[config.mk]
export PLATFORM = sky130hd
export DESIGN_NAME = divider_fx_iter
export DESIGN_NICKNAME = d
export VERILOG_FILES = /design/src/rtl/divider_fx_iter_pkg.sv /design/src/rtl/divider_fx_iter_step.sv /design/src/rtl/divider_fx_iter.sv
export SDC_FILE = /design/constraint.sdc
export NUM_CORES = 1
export LEC_CHECK = 0
export BUFFER_PORTS_ARGS = -buffer_cell sky130_fd_sc_hd__buf_4
export CORE_MARGIN = 1.5
export CORE_UTILIZATION = 58
export DETAILED_ROUTE_END_ITERATION = 16
export GPL_ROUTABILITY_DRIVEN = 0
export HOLD_SLACK_MARGIN = 0.02
export PLACE_DENSITY = 0.8
export SYNTH_ARGS = -nofsm -noshare
export SYNTH_HDL_FRONTEND = slang
export SYNTH_SLANG_ARGS = --single-unit
[constraint.sdc]
create_clock -name clk -period 9.7 [get_ports clk]
set_input_delay 1.94 -clock clk [delete_from_list [all_inputs] [get_ports clk]]
set_output_delay 1.94 -clock clk [all_outputs]
set_load 0.01 [all_outputs]
[src/rtl/divider_fx_iter_pkg.sv]
// Shared types and helpers for the iterative fixed-point divider.
package div_pkg;

    typedef enum logic [1:0] {
        DIV_IDLE = 2'd0,
        DIV_CALC = 2'd1,
        DIV_DONE = 2'd2
    } div_state_t;

    // Width of a down-counter that must hold the value qw itself.
    function automatic int cnt_w(input int qw);
        if (qw < 2) begin
            return 1;
        end
        return $clog2(qw + 1);
    endfunction

endpackage

[src/rtl/divider_fx_iter_step.sv]
// One restoring-division step: shift the next dividend bit into the partial
// remainder and subtract the divisor when it fits.
module div_step #(
    parameter int WIDTH = 24
) (
    input  logic [WIDTH:0]   p,
    input  logic             din,
    input  logic [WIDTH-1:0] b,
    output logic [WIDTH:0]   p_next,
    output logic             q_bit
);

    logic [WIDTH+1:0] t;
    logic [WIDTH:0]   diff;

    // Trial subtraction. When t >= b the true difference is below b, so
    // computing it modulo 2^(WIDTH+1) loses nothing.
    always_comb begin
        t      = {p, din};
        q_bit  = (t >= {2'b00, b});
        diff   = t[WIDTH:0] - {1'b0, b};
        p_next = q_bit ? diff : t[WIDTH:0];
    end

endmodule

[src/rtl/divider_fx_iter.sv]
// Iterative fixed-point divider: a/b -> WIDTH integer + FRAC_BITS fraction
// quotient bits, one bit per clock, with valid/ready handshake on both sides.
module divider_fx_iter
    import div_pkg::*;
#(
    parameter  int WIDTH     = 24,
    parameter  int FRAC_BITS = 24,
    localparam int QW        = WIDTH + FRAC_BITS,
    localparam int FW        = (FRAC_BITS > 0) ? FRAC_BITS : 1
) (
    input  logic             clk,
    input  logic             arst,
    input  logic             flush,
    input  logic             in_valid,
    output logic             in_ready,
    input  logic [WIDTH-1:0] a,
    input  logic [WIDTH-1:0] b,
    output logic             out_valid,
    input  logic             out_ready,
    output logic [WIDTH-1:0] q,
    output logic [FW-1:0]    f,
    output logic [WIDTH-1:0] rem,
    output logic             sticky,
    output logic             div_by_zero
);

    localparam int CNT_W = cnt_w(QW);

    div_state_t       state_q, state_d;
    logic [CNT_W-1:0] cnt_q, cnt_d;
    logic [WIDTH-1:0] a_sh_q, a_sh_d;   // dividend, consumed MSB first
    logic [WIDTH-1:0] b_q, b_d;
    logic [WIDTH:0]   p_q, p_d;         // partial remainder
    logic [QW-1:0]    quot_q, quot_d;   // quotient shift register
    logic [QW-1:0]    res_quot_q, res_quot_d;
    logic [WIDTH-1:0] rem_q, rem_d;
    logic             sticky_q, sticky_d;
    logic             dbz_q, dbz_d;

    logic [WIDTH:0]   step_p;
    logic             step_bit;
    logic [QW-1:0]    quot_step;
    logic             accept;

    div_step #(.WIDTH(WIDTH)) u_step (
        .p      (p_q),
        .din    (a_sh_q[WIDTH-1]),
        .b      (b_q),
        .p_next (step_p),
        .q_bit  (step_bit)
    );

    // Handshake: ready when idle, or when the held result is being retired.
    always_comb begin
        in_ready  = (state_q == DIV_IDLE) || ((state_q == DIV_DONE) && out_ready);
        out_valid = (state_q == DIV_DONE);
        accept    = in_valid && in_ready && !flush;
        quot_step = QW'({quot_q, step_bit});
    end

    // Next-state logic: FSM, datapath and result registers.
    always_comb begin
        state_d    = state_q;
        cnt_d      = cnt_q;
        a_sh_d     = a_sh_q;
        b_d        = b_q;
        p_d        = p_q;
        quot_d     = quot_q;
        res_quot_d = res_quot_q;
        rem_d      = rem_q;
        sticky_d   = sticky_q;
        dbz_d      = dbz_q;

        case (state_q)
            DIV_CALC: begin
                // Once the dividend is exhausted, zeros shift in for the fraction.
                a_sh_d = WIDTH'({a_sh_q, 1'b0});
                p_d    = step_p;
                quot_d = quot_step;
                cnt_d  = cnt_q - 1'b1;
                if (cnt_q == CNT_W'(1)) begin
                    state_d    = DIV_DONE;
                    res_quot_d = quot_step;
                    rem_d      = step_p[WIDTH-1:0];
                    sticky_d   = |step_p;
                    dbz_d      = 1'b0;
                end
            end
            DIV_DONE: begin
                if (out_ready && !in_valid) begin
                    state_d = DIV_IDLE;
                end
            end
            default: ;
        endcase

        // A new operation may start from IDLE or while retiring a result.
        if (accept) begin
            a_sh_d = a;
            b_d    = b;
            p_d    = '0;
            quot_d = '0;
            if (b == '0) begin
                state_d    = DIV_DONE;
                res_quot_d = {QW{1'b1}} << FRAC_BITS;
                rem_d      = '0;
                sticky_d   = 1'b0;
                dbz_d      = 1'b1;
            end else begin
                state_d = DIV_CALC;
                cnt_d   = CNT_W'(QW);
            end
        end

        // Abort overrides everything; the in-flight operation is dropped.
        if (flush) begin
            state_d = DIV_IDLE;
        end
    end

    // State and result registers with asynchronous reset.
    always_ff @(posedge clk or posedge arst) begin
        if (arst) begin
            state_q    <= DIV_IDLE;
            cnt_q      <= '0;
            a_sh_q     <= '0;
            b_q        <= '0;
            p_q        <= '0;
            quot_q     <= '0;
            res_quot_q <= '0;
            rem_q      <= '0;
            sticky_q   <= 1'b0;
            dbz_q      <= 1'b0;
        end else begin
            state_q    <= state_d;
            cnt_q      <= cnt_d;
            a_sh_q     <= a_sh_d;
            b_q        <= b_d;
            p_q        <= p_d;
            quot_q     <= quot_d;
            res_quot_q <= res_quot_d;
            rem_q      <= rem_d;
            sticky_q   <= sticky_d;
            dbz_q      <= dbz_d;
        end
    end

    // Split the registered quotient into integer and fraction fields.
    generate
        if (FRAC_BITS > 0) begin : g_frac
            assign q = res_quot_q[QW-1:FRAC_BITS];
            assign f = res_quot_q[FRAC_BITS-1:0];
        end else begin : g_int
            assign q = res_quot_q;
            assign f = '0;
        end
    endgenerate

    assign rem         = rem_q;
    assign sticky      = sticky_q;
    assign div_by_zero = dbz_q;

endmodule

==> metrics <==
outcome finished clean; cell count of the worst reg-to-reg path 14; post-synthesis instance area 9880 um2; Leakage 5.23 nW; Synth Register Bits 202; DRC violation count after routing 0; Worst path max stage delay 0.16 ns; Final Skew 0.0126 ns; GRT Util Overall 0.272; WP buf/inv 2; area of all placed cells without fillers 11600 um2; number of buffers added by the clock tree synthesis step 22; width of the die 134 um; cell area after placement 10900 um2; endpoint of the lowest-slack register-to-register path sticky; Hold Buf Count CTS 0; hold_sp a_sh_q[22]; max_cap viols 0; ordered cell list for the critical path buf_4 -> nand2b_1 -> nor2b_1 -> buf_4; Worst Slack Setup Final 5.26 ns; CTS sink count 202; type of the most critical hold path flop to flop; Area growth, synth to finish 17.4%; fraction of final layout cells sized beyond drive strength 1 0.162; Least-Margin Pin Slew 1.12 ns; CTS tree built; class of the most critical setup path input pin to primary output; clk_lat worst skew 0.51 ns; pin count of the biggest net entering global routing 141; core area 16600 um2; Mean Syn Cell Area 8.93 um2; startpoint of the worst-slack reg-to-reg timing path a_sh_q[23]; count of standard-cell rows 47; Final Core Density 0.697; count of synthesis-stage warnings from yosys 0; port buffer count 128; number of global-route vias before repair 7958; count of endpoints failing setup in the final report 0; Initial DRC Count 692; Most used DFF post-synth dfrtp_1; post-detailed-route via-to-cell ratio 5.79; per-cell routed wire length 16.8 um; number of iterations in the first detailed-routing pass 5; CP Data Required Time 7.76 ns; wire length of the first global-routing pass 39700 um; die outline height 134 um; endpoint arrival time on the critical path 2.50 ns; category of the worst setup path launch point input pin; total congestion overflow after global routing 0; Netlist cell types 64; number of standard cells after synthesis 1106; final critical-path required period 4.44 ns; post-CTS sizing 0; number of max-slew violations in the final report 0; cell type contributing the most total cell area after synthesis dfrtp_1; max-slew headroom at the worst pin 0.251; number of enable-type register cells in the synthesized netlist 0; largest fanout on the critical path 2; post-synthesis async set-or-reset flop share 1.00; net count after synthesis 1186; dominant cell type by count on the critical path buf_4; RSZ-0062 raised after global routing no; Ports 129; worst slack at placement 5.26 ns; family of cells with the greatest summed delay on the critical path simple AND/OR/NAND/NOR gates; full die area 17800 um2; clock-pin slew on the worst setup and hold paths 0.05 ns; maximum level of the CTS H-tree 1; setup_tns 0 ns; fin crit share 0.458; HPWL after detailed placement 15500 um; power density over the cells 284 nW/um2; kind of end point of the critical path primary output; top cell type's share of synthesized area 0.512; Post-Route WL 24100 um; maximum clock path buffer count 3; biggest area contributors in the synthesized netlist dfrtp_1 (51%), nand2_1 (12%), o21ai_0 (4.7%); Worst IR Drop VDD 0.000163 V; top achievable clock speed 0.225 GHz; CTS root buf clkbuf_16; total number of nets in the final design 1272; number of buffers inserted by post-CTS setup repair 0; initial standard-cell utilization of the core 0.594; Worst Hold End a_sh_q[22]; count of cells along the worst hold path 2; number of nets with antenna violations after detailed routing 0; initial antenna violation count 0; cell with the largest stage delay on the worst path nor2b_1; final number of hold-violating endpoints 0; worst reg2reg setup slack 5.67 ns; Vias 8274; portion of the post-synthesis area used by sequential elements 0.512; number of antenna repair diodes 0
==> worst reg2reg max path, cell delays in order (launching register included) <==
cell and delay, ns:
dfrtp_1 0.41, inv_1 0.07, ha_1 0.16, inv_1 0.05
fa_1 0.43, a211oi_2 0.31, o21ai_2 0.13, a21oi_1 0.32
o211ai_2 0.15, a21oi_4 0.44, buf_4 0.42, mux2i_1 0.53
nand3_1 0.14, nor4_1 0.24, a21oi_1 0.10
==> layout make-up <==
cell class | instances | area, um2
Clock inverter | 8 | 73.8
Inverter | 33 | 131
Multi-Input combinational cell | 798 | 4410
Sequential cell | 202 | 5050
Clock buffer | 32 | 649
Timing Repair Buffer | 135 | 1010
Fill cell | 1309 | 5040
Tap cell | 220 | 275
==> cell usage in the layout, fill, tap and decap left out, drive strengths merged, types with 2 or more instances in the layout <==
master	Yosys	layout
a2111oi	3	3
a211oi	22	22
a21o	7	7
a21oi	57	57
a22oi	20	20
a31o	2	2
a31oi	5	5
and2	2	2
and3	6	6
and4	4	4
buf	16	135
clkbuf	57	32
clkinv	0	5
clkinvlp	0	2
dfrtp	202	202
ha	26	26
inv	33	33
mux2	2	2
mux2i	19	19
nand2	311	311
nand2b	7	7
nand3	37	37
nand3b	3	3
nand4	4	4
nor2	55	55
nor2b	5	5
nor3	10	10
nor3b	3	3
nor4	14	14
o211ai	8	8
o21a	3	3
o21ai	96	96
o21bai	5	5
o22ai	21	21
o31ai	2	2
xnor2	9	9
xor2	15	15
==> synthesized netlist by cell type, types with 5 or more instances <==
cell type	instances
and3_1	6
nand2b_1	7
buf_1	5
nor2b_1	5
o21bai_1	5
o211ai_1	6
a211oi_1	20
a21oi_1	53
mux2i_1	19
inv_1	33
nor2_1	55
xnor2_1	9
o22ai_1	21
dfrtp_1	202
a21o_1	7
nand3_1	37
ha_1	26
nor4_1	13
a22oi_1	20
o21ai_0	92
xor2_1	15
nand2_1	311
nor3_1	9
clkbuf_1	56
==> how the worst max path moves through the flow <==
stage / start / end / slack [ns] / cells past startpoint
3_3_place_gp: out_ready / in_ready / 5.28 / 4
3_5_place_dp: out_ready / in_ready / 5.26 / 4
5_1_grt: out_ready / in_ready / 5.23 / 4
4_1_cts: out_ready / in_ready / 5.25 / 4
6_report: out_ready / in_ready / 5.26 / 4
2_1_floorplan: arst / a_sh_q[0] / 2.25 / 1
==> cell families (layout without fill, tap and decap cells) <==
family	Yosys count	in the layout	share of synthesized area
AND/OR/NAND/NOR	467	467	0.201
AO/OA/AOI/OAI	259	259	0.164
flip-flops	202	202	0.512
buffers and inverters	106	208	0.0453
adder cells (fa/ha/maj)	27	27	0.0349
XOR/XNOR	24	24	0.0213
multiplexers	21	21	0.0215
==> flip-flops by register name, indices dropped and copies added, names as in the netlist, 2 cells and up <==
| register | flops |
|---|---|
| state_q | 2 |
| p_q | 25 |
| cnt_q | 6 |
| b_q | 24 |
| res_quot_q | 48 |
| a_sh_q | 24 |
| quot_q | 47 |
| rem | 24 |
==> power by group <==
group          switching (mW)  internal [mW]  leakage [nW]
sequential              0.125          0.997          2.33
clock                   0.339          0.492         0.352
combinational           0.819          0.518          2.55
==> per-stage QoR <==
| step | total power, mW | hold WS, ns | cells |
|---|---|---|---|
| floorplan | 2.10 | 0.446 | 1106 |
| global placement | 2.40 | 0.458 | 1388 |
| detailed placement | 2.43 | 0.463 | 1388 |
| CTS | 3.28 | 0.477 | 1428 |
| global route | 3.48 | 0.492 | 1428 |
| finish | 3.29 | 0.475 | 1428 |
==> layer usage <==
metal	GRT usage	routed length (um)
met4	0.0882	745
met3	0.0540	1550
met1	0.384	10400
met2	0.425	11400
met5	0	0
(Power assumes the default switching activity.)
